**src/rtl/jtag_pkg.sv**
```systemverilog
// Shared JTAG definitions: host op codes, master FSM states, TAP instruction
// set and capture constants, and the per-op TMS walk tables.
package jtag_pkg;

  typedef enum logic [1:0] {
    OP_RESET    = 2'b00,
    OP_SHIFT_IR = 2'b01,
    OP_SHIFT_DR = 2'b10,
    OP_IDLE     = 2'b11
  } jtag_op_e;

  typedef enum logic [1:0] {
    ST_IDLE,
    ST_HEAD,
    ST_SHIFT,
    ST_TAIL
  } jtag_state_e;

  localparam int IR_LEN = 3;

  localparam logic [IR_LEN-1:0] INSTR_BYPASS  = 3'b111;
  localparam logic [IR_LEN-1:0] INSTR_IDCODE  = 3'b001;
  localparam logic [IR_LEN-1:0] INSTR_SAMPLE  = 3'b010;
  localparam logic [IR_LEN-1:0] INSTR_PRELOAD = 3'b011;
  localparam logic [IR_LEN-1:0] INSTR_INTEST  = 3'b100;
  localparam logic [IR_LEN-1:0] INSTR_EXTEST  = 3'b101;

  localparam logic [31:0]       IDCODE_WORD = 32'h06C62127;
  localparam logic [IR_LEN-1:0] IR_CAPTURE  = 3'b001;

  // Number of TCK periods in the lead-in TMS walk of each op.
  function automatic int head_periods(jtag_op_e op);
    case (op)
      OP_RESET:    return 6;
      OP_SHIFT_IR: return 4;
      OP_SHIFT_DR: return 3;
      default:     return 0;
    endcase
  endfunction

  // Number of TCK periods in the walk back to Run-Test/Idle.
  function automatic int tail_periods(jtag_op_e op);
    case (op)
      OP_RESET:    return 1;
      OP_SHIFT_IR: return 2;
      OP_SHIFT_DR: return 2;
      default:     return 0;
    endcase
  endfunction

  // TMS value for lead-in period idx: RESET 111111, IR 1100, DR 100.
  function automatic logic head_tms(jtag_op_e op, int idx);
    case (op)
      OP_RESET:    return 1'b1;
      OP_SHIFT_IR: return (idx < 2);
      OP_SHIFT_DR: return (idx == 0);
      default:     return 1'b0;
    endcase
  endfunction

endpackage

```
**src/rtl/jtag_tck_gen.sv**
```systemverilog
// TCK divider: CLK_DIV clk cycles low then CLK_DIV high per period. Holds
// phase 0 (low) while disabled so the first enabled cycle is a low cycle.
module jtag_tck_gen
  import jtag_pkg::*;
#(
  parameter int CLK_DIV = 2
) (
  input  logic clk,
  input  logic rst_n,
  input  logic en,
  output logic tck,
  output logic rise,
  output logic fall
);

  localparam int PER = 2 * CLK_DIV;
  localparam int CW  = $clog2(PER);

  localparam logic [CW-1:0] PH_RISE = CW'(CLK_DIV - 1);
  localparam logic [CW-1:0] PH_FALL = CW'(PER - 1);

  logic [CW-1:0] ph;

  // Strobes mark the clk edge on which tck goes high (rise) or a new low phase starts (fall).
  assign rise = en && (ph == PH_RISE);
  assign fall = en && (ph == PH_FALL);

  // Phase counter and registered tck.
  always_ff @(posedge clk) begin
    if (!rst_n) begin
      ph  <= '0;
      tck <= 1'b0;
    end else if (!en || fall) begin
      ph  <= '0;
      tck <= 1'b0;
    end else begin
      ph  <= ph + CW'(1);
      tck <= (ph >= PH_RISE);
    end
  end

endmodule

```
**src/rtl/jtag_master.sv**
```systemverilog
// JTAG initiator: accepts one host command at a time, walks TMS through the
// lead-in, shift and tail phases, shifts TDI LSB-first and returns TDO.
module jtag_master
  import jtag_pkg::*;
#(
  parameter int CLK_DIV = 2,
  parameter int MAX_LEN = 32,
  parameter int LEN_W   = 6
) (
  input  logic               clk,
  input  logic               rst_n,
  input  logic               cmd_valid,
  output logic               cmd_ready,
  input  logic [1:0]         cmd_op,
  input  logic [LEN_W-1:0]   cmd_len,
  input  logic [MAX_LEN-1:0] cmd_data,
  output logic               rsp_valid,
  output logic [MAX_LEN-1:0] rsp_data,
  output logic               tck,
  output logic               tms,
  output logic               tdi,
  input  logic               tdo
);

  localparam int IDX_W = (MAX_LEN > 1) ? $clog2(MAX_LEN) : 1;
  localparam int CNT_W = (LEN_W > IDX_W) ? LEN_W : IDX_W;

  jtag_state_e        state;
  jtag_op_e           op;
  logic [MAX_LEN-1:0] sdata;
  logic [MAX_LEN-1:0] cap;
  logic [CNT_W-1:0]   cnt;
  logic [CNT_W-1:0]   last;
  logic               rise;
  logic               fall;

  // Index of the final shift period: length clamped into 1..MAX_LEN.
  function automatic logic [CNT_W-1:0] shift_last(logic [LEN_W-1:0] len);
    int n;
    n = int'(len);
    if (n < 1)       n = 1;
    if (n > MAX_LEN) n = MAX_LEN;
    return CNT_W'(n - 1);
  endfunction

  assign cmd_ready = (state == ST_IDLE);

  jtag_tck_gen #(
    .CLK_DIV (CLK_DIV)
  ) u_tck_gen (
    .clk   (clk),
    .rst_n (rst_n),
    .en    (state != ST_IDLE),
    .tck   (tck),
    .rise  (rise),
    .fall  (fall)
  );

  // Command FSM: advances one TCK period on each fall strobe, captures TDO on rise.
  always_ff @(posedge clk) begin
    if (!rst_n) begin
      state     <= ST_IDLE;
      tms       <= 1'b1;
      tdi       <= 1'b0;
      rsp_valid <= 1'b0;
      rsp_data  <= '0;
    end else begin
      rsp_valid <= 1'b0;
      case (state)
        ST_IDLE: begin
          if (cmd_valid) begin
            op    <= jtag_op_e'(cmd_op);
            sdata <= cmd_data;
            cap   <= '0;
            cnt   <= '0;
            tdi   <= 1'b0;
            if (jtag_op_e'(cmd_op) == OP_IDLE) begin
              last <= CNT_W'(cmd_len) - CNT_W'(1);
              tms  <= 1'b0;
              if (cmd_len == '0) begin
                // Zero-length dwell completes immediately with no TCK.
                rsp_valid <= 1'b1;
                rsp_data  <= '0;
              end else begin
                state <= ST_SHIFT;
              end
            end else begin
              // Every TAP-walking op opens with TMS=1.
              last  <= shift_last(cmd_len);
              tms   <= 1'b1;
              state <= ST_HEAD;
            end
          end
        end

        ST_HEAD: begin
          if (fall) begin
            if (cnt == CNT_W'(head_periods(op) - 1)) begin
              cnt <= '0;
              if (op == OP_RESET) begin
                state <= ST_TAIL;
                tms   <= 1'b0;
              end else begin
                state <= ST_SHIFT;
                tms   <= (last == '0);
                tdi   <= sdata[0];
              end
            end else begin
              cnt <= cnt + CNT_W'(1);
              tms <= head_tms(op, int'(cnt) + 1);
            end
          end
        end

        ST_SHIFT: begin
          if (rise && (op != OP_IDLE)) begin
            cap[cnt[IDX_W-1:0]] <= tdo;
          end
          if (fall) begin
            if (cnt == last) begin
              cnt <= '0;
              if (op == OP_IDLE) begin
                state     <= ST_IDLE;
                tms       <= 1'b0;
                rsp_valid <= 1'b1;
                rsp_data  <= '0;
              end else begin
                // Last shift bit leaves on TMS=1 into Exit1; tail starts with another 1.
                state <= ST_TAIL;
                tms   <= 1'b1;
                tdi   <= 1'b0;
              end
            end else begin
              cnt <= cnt + CNT_W'(1);
              tms <= ((cnt + CNT_W'(1)) == last) && (op != OP_IDLE);
              if (op != OP_IDLE) begin
                tdi   <= sdata[1];
                sdata <= sdata >> 1;
              end
            end
          end
        end

        ST_TAIL: begin
          if (fall) begin
            if (cnt == CNT_W'(tail_periods(op) - 1)) begin
              state     <= ST_IDLE;
              tms       <= 1'b0;
              rsp_valid <= 1'b1;
              rsp_data  <= cap;
            end else begin
              cnt <= cnt + CNT_W'(1);
              tms <= 1'b0;
            end
          end
        end

        default: state <= ST_IDLE;
      endcase
    end
  end

endmodule
```
**config.mk**
```make
export PLATFORM = sky130hd
export DESIGN_NAME = jtag_master
export DESIGN_NICKNAME = d
export VERILOG_FILES = /design/src/rtl/jtag_pkg.sv /design/src/rtl/jtag_tck_gen.sv /design/src/rtl/jtag_master.sv
export SDC_FILE = /design/constraint.sdc
export NUM_CORES = 1
export LEC_CHECK = 0
export CAP_MARGIN = 10
export CELL_PAD_IN_SITES_DETAIL_PLACEMENT = 1
export CELL_PAD_IN_SITES_GLOBAL_PLACEMENT = 2
export CORE_UTILIZATION = 30
export CTS_CLUSTER_SIZE = 40
export DETAILED_ROUTE_END_ITERATION = 7
export HOLD_SLACK_MARGIN = 0.03
export PLACE_DENSITY_LB_ADDON = 0.1
export SETUP_SLACK_MARGIN = 0.15
export SYNTH_ARGS = -nofsm -noshare
export SYNTH_HDL_FRONTEND = slang
export SYNTH_HIERARCHICAL = 1
export SYNTH_SLANG_ARGS = --single-unit
export TNS_END_PERCENT = 50
```
**constraint.sdc**
```tcl
create_clock -name clk -period 9.8 [get_ports clk]
set_clock_uncertainty 0.05 [all_clocks]
set_input_delay 0.98 -clock clk [delete_from_list [all_inputs] [get_ports clk]]
set_output_delay 0.98 -clock clk [all_outputs]
set_load 0.01 [all_outputs]
```
; After elaboration in Yosys (flattened, before gate mapping)
; Index checks and enable logic that the tools add are counted.
[totals]
register_bits = 118
[classes]
add_sub_neg = 7
magnitude_cmp = 6
n_eq_ne = 32
muxes = 88
n_bitwise = 1
n_reduce_logical = 26
[ops]
columns = cell, n
row1 = $mux W32, 18
row2 = $pmux W32 S2, 2
row3 = $mux W6, 20
row4 = $pmux W32 S3, 1
row5 = $bwmux W32, 1
row6 = $gt A32 B7 Y1 const B, 1
row7 = $logic_not A32 Y1, 1
row8 = $mux W1, 27
row9 = $eq A6 B6 Y1, 4
row10 = $pmux W6 S4, 1
row11 = $ne A2 B2 Y1 const B, 11
row12 = $mux W2, 10
row13 = $sub A6 B2 Y6 const B, 3
row14 = $reduce_and A8 Y1, 2
row15 = $eq A2 B2 Y1 const B, 6
row16 = $logic_not A6 Y1, 2
row17 = $reduce_and A6 Y1, 2
row18 = $ne A2 B1 Y1 const B, 5
row19 = $ne A3 B3 Y1 const B, 3
row20 = $pmux W1 S3, 3
row21 = $pmux W3 S3, 1
row22 = $reduce_and A9 Y1, 1
row23 = $pmux W2 S4, 1
row24 = $reduce_and A4 Y1, 2
row25 = other kinds (22), 32

; Depth between registers and ports, before layout
; Gate-level depths: netlist of the first run.
[depth]
word_depth = 14
ltp_mapped = 10
depth_no_buf = 10

; By module
; The synthesis of the first run kept the hierarchy.
[by_module_without_submodules]
columns = mod, instances, cells_per_inst, area_each_um2, seq_area_each_um2
row1 = jtag_master, 1, 608, 6246.0, 3083.0
row2 = jtag_tck_gen, 1, 13, 155.1, 60.1

; Worst setup path before layout of the first run
; No wires, ideal clock.
[synth_path]
path_type = flip-flop to flip-flop
startpoint = register state[0]
endpoint = register sdata[0], enable pin
setup_ns = 0.432
arrival_time_ns = 2.998
t_required_ns = 9.318
path_slack_ns = 6.320
stages_incl_launch_ff = 8
path_buffers = 1
path_cell_list = dfxtp_1 inv_1 ha_1 inv_1 and2_2 clkbuf_1 nand3_1 a21oi_1
[synth_between]
word_cells_on_any_way = 10
classes_between = eq/ne: 5 / reduce/logical: 5
[synth_lines]
columns = element, line_no
row1 = start: declaration, jtag_master.sv:28  ; jtag_state_e state;
row2 = start signal: assignment, jtag_master.sv:62  ; state <= ST_IDLE;
row3 = start signal: assignment, jtag_master.sv:85  ; state <= ST_SHIFT;
row4 = start signal: assignment, jtag_master.sv:91  ; state <= ST_HEAD;
row5 = $logic_not A2 Y1 *, n/a
row6 = via cmd_ready, jtag_master.sv:13  ; output logic cmd_ready,
row7 = $ne A2 B2 Y1 (no source line) / $reduce_bool A2 Y1 (equally long branches), n/a
row8 = $reduce_and A6 Y1 (no source line) *, n/a
row9 = end signal: assignment, jtag_master.sv:73  ; sdata <= cmd_data;
row10 = end signal: assignment, jtag_master.sv:138  ; sdata <= sdata >> 1;
row11 = end: declaration, jtag_master.sv:30  ; logic [MAX_LEN-1:0] sdata;
; Mark *: on every way through the listed nets, which the timed path passes. The rest lies on a longest branch.
; A chain may end at the register's enable or synchronous reset.

; Worst setup path after layout of the first run
[layout_path]
startpoint = input cmd_len[0]
endpoint = register last[2] (data pin)
[layout_between]
elab_chain_cells = 14
word_cells_on_any_way = 15
classes_between = add/sub: 2 / order compare: 2 / mux: 11
[layout_rtl]
columns = element, line_no
row1 = start: declaration, jtag_master.sv:15  ; input logic [LEN_W-1:0] cmd_len,
row2 = $lt A6 B1 Y1, jtag_master.sv:41  ; if (n < 1) n = 1;
row3 = $mux W6, jtag_master.sv:41
row4 = $mux W32, jtag_master.sv:77  ; if (jtag_op_e'(cmd_op) == OP_IDLE) begin
row5 = $mux W32, jtag_master.sv:71  ; if (cmd_valid) begin
row6 = $mux W32, jtag_master.sv:69  ; case (state)
row7 = $mux W32, jtag_master.sv:61  ; if (!rst_n) begin
row8 = $gt A32 B7 Y1, jtag_master.sv:42  ; if (n > MAX_LEN) n = MAX_LEN;
row9 = $mux W6, jtag_master.sv:42
row10 = $mux W6, jtag_master.sv:77
row11 = $mux W6, jtag_master.sv:71
row12 = $mux W6, jtag_master.sv:69
row13 = $mux W6, jtag_master.sv:61
row14 = $sub A6 B2 Y6, jtag_master.sv:43  ; return CNT_W'(n - 1);
row15 = $mux W6 *, jtag_master.sv:77
row16 = end signal: assignment, jtag_master.sv:78  ; last <= CNT_W'(cmd_len) - CNT_W'(1);
row17 = end signal: assignment, jtag_master.sv:89  ; last <= shift_last(cmd_len);
row18 = end: declaration, jtag_master.sv:33  ; logic [CNT_W-1:0] last;
; Every way passes the cells marked *; elsewhere a longest branch is shown, timed or not. The select of a mux whose other input is x is not followed.

==> impl_metrics.py, run 1 <==
metrics = {
    "synthesis": {
        "synthCells": 621,
        "postSynthAreaPerCell_um2": 10.3,
        "synth_ff_type": "edfxtp_1",
        "synth_edf_count": 78,
        "async_flop_share_pct": 0,
        "ys_seq_elements": 118,
        "ys_types": 60,
        "syn_area_um2": 6400,
        "syn_nets": 684,
        "synth_warnings": 6,
        "seq_area_frac_synth_pct": 49.1,
    },
    "floorplan": {
        "dieHeight_um": 148,
        "start_util_pct": 30.5,
        "coreArea_um2": 21000,
        "fp.dieW_um": 148,
        "dieArea_um2": 21900,
        "row_count": 53,
        "ios": 81,
    },
    "setup_path": {
        "cpPeakStageDelay_ns": 0.68,
        "rrSetupSlack_ns": 6.50,
        "startpoint_type": "input port",
        "worstPathMaxFanout": 5,
        "slowest_stage": "or4b_2",
        "ff2ff_path_depth": 6,
        "crit_arrival_ns": 3.66,
        "crit_required_ns": 9.88,
        "crit_type": "in2reg",
        "crit_chain": "clkdlybuf4s50_1 > inv_1 > ha_1 > or4b_2 > o21ai_0 > or2_2 > ha_1 > nand2_1 > a21o_1 > a31oi_1 > a31oi_1",
        "end_kind": "flop",
    },
    "grt": {
        "track_usage_pct": 16.0,
        "grt_max_degree": 79,
        "grt_overflow": 0,
        "antenna_found_initial": 0,
        "grt_pass1_vias": 5085,
        "grt_pass1_wl_um": 27200,
    },
    "layout": {
        "drive_gt1_share_pct": 12.9,
        "area_growth_pct": 24.3,
        "n_antenna_cell": 0,
        "final_nets": 741,
        "final_common_cell": "nand2_1",
        "final_cell_mix": "nand2_1 (102), clkdlybuf4s50_1 (79), edfxtp_1 (78)",
    },
    "routing": {
        "drt_pre_antenna_iters": 4,
        "drtAntennaViolNets": 0,
        "via_per_inst": 4.87,
        "drc": 0,
        "wl_per_cell_um": 17.0,
        "routed_wl_um": 16400,
        "initialDrtViolationCount": 205,
        "vias": 4709,
    },
    "power_and_ir_drop": {
        "vdd_ir_drop_max_uv": 125,
        "power_switching_mw": 0.590,
        "swShare_pct": 32.8,
        "clkPwrFrac_pct": 34.4,
        "pwr-share-seq_pct": 39.9,
        "leakage_nw": 2.68,
        "powerDensity_nw_per_um2": 226,
        "pwr-share-comb_pct": 25.7,
        "p_int_mw": 1.21,
    },
    "timing": {
        "fin_crit_sh_pct": 36.6,
        "setup-violations-final": 0,
        "tns_ns": 0,
        "slew_viol_final": 0,
        "max_freq_ghz": 0.279,
        "whs_ns": 0.406,
        "relSlewSlack_pct": 28.2,
        "fin_crit_ns": 3.59,
        "worst_slew_pin_slew_ns": 1.07,
        "rsz0062_at_grt": "no",
        "hold_viol_final": 0,
    },
    "cts": {
        "root_buffer": "clkbuf_16",
        "htree_levels": 4,
        "clk-insertion-delay-late_ns": 0.41,
        "clk_pin_slew_ns": 0.06,
        "numCtsBuffers": 17,
        "cts_buffer_depth": 2,
        "holdBufCountCts": 0,
        "cts_tree": "yes",
        "ctsResizeCount": 0,
        "post_cts.repair.setup_buffers": 0,
        "clock_sinks": 118,
    },
    "hold_path": {
        "min_delay_path_depth": 2,
        "hp-class": "reg2reg",
    },
    "placed_design": {
        "io_buffers": 80,
        "gp_congestion": 0.764,
        "dp_hpwl_um": 10700,
    },
    "status": {
        "status": "completed",
    },
    "run": {
        "max_cap_violations": 0,
    },
}
-- cells by family (layout without fill, tap and decap cells) --
group / Yosys count / after routing / synth area share [%]
AO/OA/AOI/OAI: 75 / 75 / 8.50
XOR/XNOR: 19 / 19 / 2.83
adder cells (fa/ha/maj): 19 / 19 / 3.71
buffers and inverters: 64 / 134 / 4.44
flip-flops: 118 / 118 / 49.1
multiplexers: 74 / 74 / 12.2
AND/OR/NAND/NOR: 252 / 252 / 19.2
-- critical path: cells and delay by family --
kind,cells,cell delay (ns)
simple gates,3,0.95
compound gates,4,0.75
buf+inv,2,0.59
fa+ha+maj,2,0.39
-- Yosys cell counts (all sizes together) (2+ instances only) --
master	n	share of area [%]
and4bb	2	0.39
and3	3	0.29
nor2	25	1.5
inv	17	1.0
mux2i	43	6.7
dfxtp	40	13
xnor2	13	1.8
nor2b	9	0.88
nor3b	4	0.47
nand4	5	0.49
nor4	4	0.49
nand3	68	5.3
xor2	5	0.68
nor3	8	0.80
or2	4	0.39
a21boi	26	3.0
o21ai	12	0.94
ha	19	3.7
o31ai	2	0.31
a21oi	10	0.78
buf	7	1.1
or4b	2	0.31
clkbuf	40	2.3
a31oi	4	0.39
a22oi	2	0.23
and2	5	0.55
and3b	3	0.41
edfxtp	78	37
o21bai	2	0.23
mux2	31	5.5
o211ai	2	0.23
a21o	3	0.35
nand2	102	6.0
nand2b	3	0.29
-- worst paths after layout --
check,start,end
setup reg to reg,state[0],sdata[31]
setup / recovery,cmd_len[0],last[2]
hold / removal,rsp_data[12],rsp_data[12]
hold reg to reg,rsp_data[12],rsp_data[12]
-- registers in the layout, indices dropped and copies added (netlist names) --
| signal | count |
|---|---|
| cnt | 6 |
| rsp_valid | 1 |
| sdata | 32 |
| last | 6 |
| cap | 32 |
| tms | 1 |
| rsp_data | 32 |
| tdi | 1 |
| op | 2 |
| u_tck_gen/tck | 1 |
| u_tck_gen/ph | 2 |
| state | 2 |
-- power by group through the flow --
| stage | combinational (mW) | clock, mW | sequential [mW] |
|---|---|---|---|
| after detailed placement | 0.474 | 0 | 0.731 |
| after global placement | 0.459 | 0 | 0.727 |
| after floorplan | 0.369 | 0 | 0.691 |
| final | 0.463 | 0.619 | 0.719 |
| after global routing | 0.515 | 0.656 | 0.732 |
| after CTS | 0.476 | 0.633 | 0.721 |
-- metrics by stage --
stage | cells | power (mW) | util, % | setup WS (ns) | instance area [µm²]
after floorplan | 621 | 1.06 | - | 6.32 | 6400
after global placement | 934 | 1.19 | 35.2 | 5.95 | 7380
after detailed placement | 934 | 1.20 | 35.2 | 5.80 | 7380
after CTS | 966 | 1.83 | 38.0 | 6.25 | 7960
after global routing | 966 | 1.90 | 38.0 | 6.03 | 7960
final | 966 | 1.80 | 38.0 | 6.21 | 7960
-- layer usage --
layer,global-route usage [%],wire [µm],vias to the layer above
li1,-,-,2320
met4,5.41,180,0
met1,19.1,7300,2294
met5,0,0,-
met3,3.87,593,13
met2,28.1,8320,82
-- final cells by class --
type,count,area (µm²)
Clock buffer,17,425
Clock inverter,15,153
Fill cell,2349,13000
Inverter,17,63.8
Multi-Input combinational cell,439,2990
Sequential cell,118,3140
Tap cell,275,344
Timing Repair Buffer,85,833
(Power assumes the default switching activity.)
==> inputs of run 2 (changes only) <==
Clock period 9.8 ns to 3.5 ns, I/O delays scaled along.
==> run 2 against run 1 <==
  * Via count rose by 1.9%
  * Sequential share of layout area down 0.24 points
  * Final area grew 0.61%
  * First-iteration DRC count increased by 0.98%
  * Register-to-register slack got worse by 5.8 ns
  * Cell count grew 0.62%
  * Worst setup slack got worse by 5.7 ns
  * Die area stayed put
  * Critical endpoint unchanged
==> impl_metrics.py, run 2 (synthesis gave the netlist of run 1 again) <==
metrics = {
    "floorplan": {
        "fp.dieW_um": 148,
        "dieHeight_um": 148,
        "ios": 81,
        "row_count": 53,
        "start_util_pct": 30.5,
        "coreArea_um2": 21000,
        "dieArea_um2": 21900,
    },
    "cts": {
        "cts_tree": "yes",
        "post_cts.repair.setup_buffers": 0,
        "htree_levels": 4,
        "clk-insertion-delay-late_ns": 0.42,
        "cts_buffer_depth": 2,
        "clock_sinks": 118,
        "numCtsBuffers": 17,
        "root_buffer": "clkbuf_16",
        "clk_pin_slew_ns": 0.06,
        "holdBufCountCts": 0,
        "ctsResizeCount": 0,
    },
    "setup_path": {
        "crit_required_ns": 3.58,
        "cp_top_family": "simple AND/OR/NAND/NOR gates",
        "crit_chain": "clkdlybuf4s50_1 > inv_1 > ha_1 > or4b_2 > o21ai_0 > or2_2 > ha_1 > nand2_1 > a21o_1 > a31oi_1 > a31oi_1",
        "ff2ff_path_depth": 6,
        "endpoint": "last[2]",
        "slowest_stage": "or4b_2",
        "cpPeakStageDelay_ns": 0.68,
        "startpoint_type": "input port",
        "worstPathMaxFanout": 5,
        "rrSetupSlack_ns": 0.68,
        "cp-startpoint": "cmd_len[0]",
        "crit_type": "in2reg",
        "end_kind": "flop",
        "rr_startpoint": "cnt[1]",
        "path_buf_inv": 2,
        "r2r_end": "tms",
        "crit_arrival_ns": 3.02,
        "worstSetupPathDepth": 11,
    },
    "power_and_ir_drop": {
        "vdd_ir_drop_max_uv": 314,
        "totalPowerFinal_mw": 5.04,
        "leakage_nw": 2.71,
        "powerDensity_nw_per_um2": 629,
    },
    "run": {
        "max_cap_violations": 0,
    },
    "grt": {
        "antenna_found_initial": 0,
        "grt_overflow": 0,
        "grt_pass1_wl_um": 26800,
        "grt_pass1_vias": 5111,
        "track_usage_pct": 15.7,
        "grt_max_degree": 64,
    },
    "routing": {
        "wl_per_cell_um": 16.7,
        "initialDrtViolationCount": 207,
        "vias": 4800,
        "drtAntennaViolNets": 0,
        "via_per_inst": 4.94,
        "drc": 0,
        "drt_pre_antenna_iters": 4,
        "routed_wl_um": 16200,
    },
    "layout": {
        "area_growth_pct": 25.1,
        "ff_latch_area_um2": 3140,
        "final_common_cell": "nand2_1",
        "multi_input_area_um2": 2990,
        "final_nets": 747,
        "nFillCells": 2361,
        "final_area_um2": 8010,
        "n_antenna_cell": 0,
        "reg_top3": "cap (32), rsp_data (32), sdata (32)",
        "drive_gt1_share_pct": 13.8,
        "final_cell_mix": "nand2_1 (102), clkdlybuf4s50_1 (79), edfxtp_1 (78)",
    },
    "placed_design": {
        "place_area_um2": 7440,
        "gp_congestion": 0.778,
        "io_buffers": 80,
        "dp_hpwl_um": 10800,
    },
    "timing": {
        "rsz0062_at_grt": "no",
        "tns_ns": 0,
        "worst_slew_pin_slew_ns": 0.852,
        "relSlewSlack_pct": 43.1,
        "fin_crit_sh_pct": 84.0,
        "fin_crit_ns": 2.94,
        "setup-violations-final": 0,
        "max_freq_ghz": 0.340,
        "slew_viol_final": 0,
        "whs_ns": 0.304,
        "hold_viol_final": 0,
    },
    "hold_path": {
        "hp-class": "in2reg",
    },
    "status": {
        "status": "completed",
    },
}
run 2: changes by cell type in the layout (fill, tap and decap cells not counted):
| cell | previous run | this run |
|---|---|---|
| buf_4 | 5 | 10 |
| clkinv_4 | 3 | 1 |
| inv_6 | 3 | 5 |
| inv_8 | 0 | 2 |
| buf_12 | 0 | 1 |
| bufinv_16 | 2 | 1 |
| clkinv_1 | 2 | 1 |
| clkinv_2 | 2 | 1 |
| clkinvlp_4 | 3 | 4 |
run 2: routing by layer:
layer,up-vias,share of wire (%),GRT usage (%)
met5,-,0,0
met1,2355,45,19.2
met4,0,1.5,5.21
met2,84,51,27.3
met3,21,3.3,3.28
li1,2340,-,-
run 2: area by class of cell:
type                       count  share of cell area [%]
sequential                   118                    39.3
multi-input combinational    439                    37.4
timing repair buffer          91                    11.1
clock buffer                  17                    5.31
tap                          275                    4.30
clock inverter                15                    1.80
inverter                      17                   0.797
run 2: metrics by stage:
stage	setup slack [ns]	instances	utilization [%]
final	0.561	972	38.2
after global routing	0.462	972	38.2
after CTS	0.600	972	38.2
after detailed placement	0.158	940	35.5
after global placement	0.335	940	35.5
after floorplan	0.253	621	-
run 2: worst min path at each step:
stage	from	to	slack (ns)	cells past startpoint
finish	rst_n	rsp_valid	0.30	3
global placement	rsp_data[12]	rsp_data[12]	0.39	2
detailed placement	rsp_data[25]	rsp_data[25]	0.40	2
global route	rst_n	rsp_valid	0.33	3
floorplan	cmd_op[0]	op[0]	0.40	0
CTS	rst_n	rsp_valid	0.29	3
run 2: worst min-delay path: stages:
cell and delay, ns:
buf_2 0.21, nand2_1 0.12, a21oi_1 0.04
run 2: power by group:
group          switching [mW]  internal (mW)  leakage (nW)
sequential              0.147           1.82          1.06
clock                   0.710          0.992         0.269
combinational           0.816          0.551          1.37
total                    1.67           3.36          2.71
==> inputs of run 3 (changes only) <==
Clock period 3.5 ns to 2.5 ns, I/O delays scaled along.
==> run 3 against run 2 <==
  * Final area rose by 6.9%
  * Combinational power increased by 69%
  * Via count rose by 3.9%
==> impl_metrics.py, run 3 (synthesis gave the netlist of run 1 again) <==
metrics = {
    "floorplan": {
        "start_util_pct": 30.5,
        "row_count": 53,
        "fp.dieW_um": 148,
        "coreArea_um2": 21000,
        "dieArea_um2": 21900,
        "dieHeight_um": 148,
        "ios": 81,
    },
    "grt": {
        "grt_pass1_vias": 5354,
        "grt_max_degree": 70,
        "track_usage_pct": 16.4,
        "antenna_found_initial": 0,
        "grt_overflow": 0,
        "grt_pass1_wl_um": 28100,
    },
    "placed_design": {
        "place_area_um2": 7800,
        "io_buffers": 80,
        "dp_hpwl_um": 11700,
        "gp_congestion": 0.820,
    },
    "routing": {
        "drtAntennaViolNets": 0,
        "vias": 4985,
        "routed_wl_um": 16900,
        "wl_per_cell_um": 16.5,
        "initialDrtViolationCount": 209,
        "drc": 0,
        "drt_pre_antenna_iters": 6,
        "via_per_inst": 4.88,
    },
    "timing": {
        "rsz0062_at_grt": "yes",
        "tns_ns": 0,
        "fin_crit_sh_pct": 96.3,
        "max_freq_ghz": 0.416,
        "slew_viol_final": 0,
        "worst_slew_pin_slew_ns": 0.737,
        "hold_viol_final": 0,
        "relSlewSlack_pct": 50.8,
        "fin_crit_ns": 2.41,
        "setup-violations-final": 0,
    },
    "layout": {
        "drive_gt1_share_pct": 21.4,
        "multi_input_area_um2": 3100,
        "final_area_um2": 8550,
        "final_nets": 797,
        "final_cell_mix": "nand2_1 (102), clkdlybuf4s50_1 (79), edfxtp_1 (78)",
        "ff_latch_area_um2": 3140,
        "n_antenna_cell": 0,
        "final_common_cell": "nand2_1",
        "reg_top3": "cap (32), rsp_data (32), sdata (32)",
        "area_growth_pct": 33.6,
        "nFillCells": 2346,
    },
    "setup_path": {
        "cpPeakStageDelay_ns": 0.68,
        "slowest_stage": "or4b_2",
        "crit_chain": "buf_4 > ha_1 > xnor2_1 > a21oi_1 > a22oi_1 > or4b_2 > a31oi_2",
        "cp-startpoint": "cnt[0]",
        "rr_startpoint": "cnt[0]",
        "crit_type": "reg2reg",
        "r2r_end": "tms",
        "crit_required_ns": 2.79,
        "rrSetupSlack_ns": 0.09,
        "startpoint_type": "flop",
        "end_kind": "flop",
        "ff2ff_path_depth": 7,
        "worstPathMaxFanout": 7,
        "endpoint": "tms",
        "crit_arrival_ns": 2.69,
    },
    "cts": {
        "root_buffer": "clkbuf_16",
        "holdBufCountCts": 0,
        "clock_sinks": 118,
        "cts_tree": "yes",
        "htree_levels": 4,
        "clk_pin_slew_ns": 0.06,
        "cts_buffer_depth": 2,
        "clk-insertion-delay-late_ns": 0.42,
        "numCtsBuffers": 17,
    },
    "power_and_ir_drop": {
        "totalPowerFinal_mw": 7.58,
        "leakage_nw": 3.00,
        "vdd_ir_drop_max_uv": 513,
        "powerDensity_nw_per_um2": 886,
    },
    "run": {
        "max_cap_violations": 0,
    },
    "hold_path": {
        "hp-class": "in2reg",
        "hp-start": "rst_n",
    },
    "status": {
        "status": "completed",
    },
}
==> run 3: changes by cell type in the layout (fill, tap and decap cells not counted), moves of 2 or more <==
cell,before,now
ha_4,0,2
a21oi_4,1,3
inv_8,2,5
nor2_1,25,20
ha_1,17,14
buf_4,10,56
buf_12,1,4
clkinvlp_4,4,2
nor2_2,0,4
==> run 3: cell type report <==
class	instances	share of cell area [%]
flip-flops and latches	118	36.8
repair buffers	140	15.2
multi-input cells	440	36.2
inverters	17	0.746
clock inverters	15	2.15
well taps	275	4.02
clock buffers	17	4.97
==> run 3: per-layer routing <==
metal	part of all wire, %	global-route usage, %	routed length (µm)
met4	1.6	5.41	266
met3	3.3	3.87	560
met2	51	28.8	8680
met5	0	0	0
met1	44	19.7	7370
==> run 3: worst min path at each step <==
stage | cells past startpoint | slack (ns) | endpoint
after floorplan | 0 | 0.30 | op[0]
after global placement | 2 | 0.39 | rsp_data[12]
after detailed placement | 2 | 0.40 | rsp_data[25]
after CTS | 3 | 0.11 | state[0]
after global routing | 3 | 0.13 | state[1]
final | 3 | 0.12 | state[0]
==> run 3: critical path, delay by kind of cell, from the launching register on <==
family                     cells  cell delay, ns
AOI/OAI and AO/OA              3            0.50
xor gates and xnor gates       1            0.21
adders and majority gates      1            0.28
buffers and inverters          1            0.17
DFF                            1            0.43
and+or+nand+nor                1            0.68
==> run 3: timing repair <==
item,4_1_cts,5_1_grt
pin swaps,5,9
gates cloned,1,0
setup buffers,3,2
endpoints found under the setup margin,82,60
hold endpoints to repair,0,0
gates resized for setup,9,11
==> run 3: stage by stage <==
step	hold slack [ns]	worst slack [ns]	util, %	std cells
after floorplan	0.299	-0.0221	-	621
after global placement	0.393	-0.291	37.2	984
after detailed placement	0.397	-0.426	37.2	984
after CTS	0.109	0.0866	40.5	1020
after global routing	0.130	-0.000105	40.8	1022
final	0.119	0.0936	40.8	1022
==> run 3: report_power, final <==
part,internal (mW),switching [mW],total (mW)
clock network,1.52,1.02,2.54
registers,2.55,0.178,2.73
logic,1.02,1.29,2.31
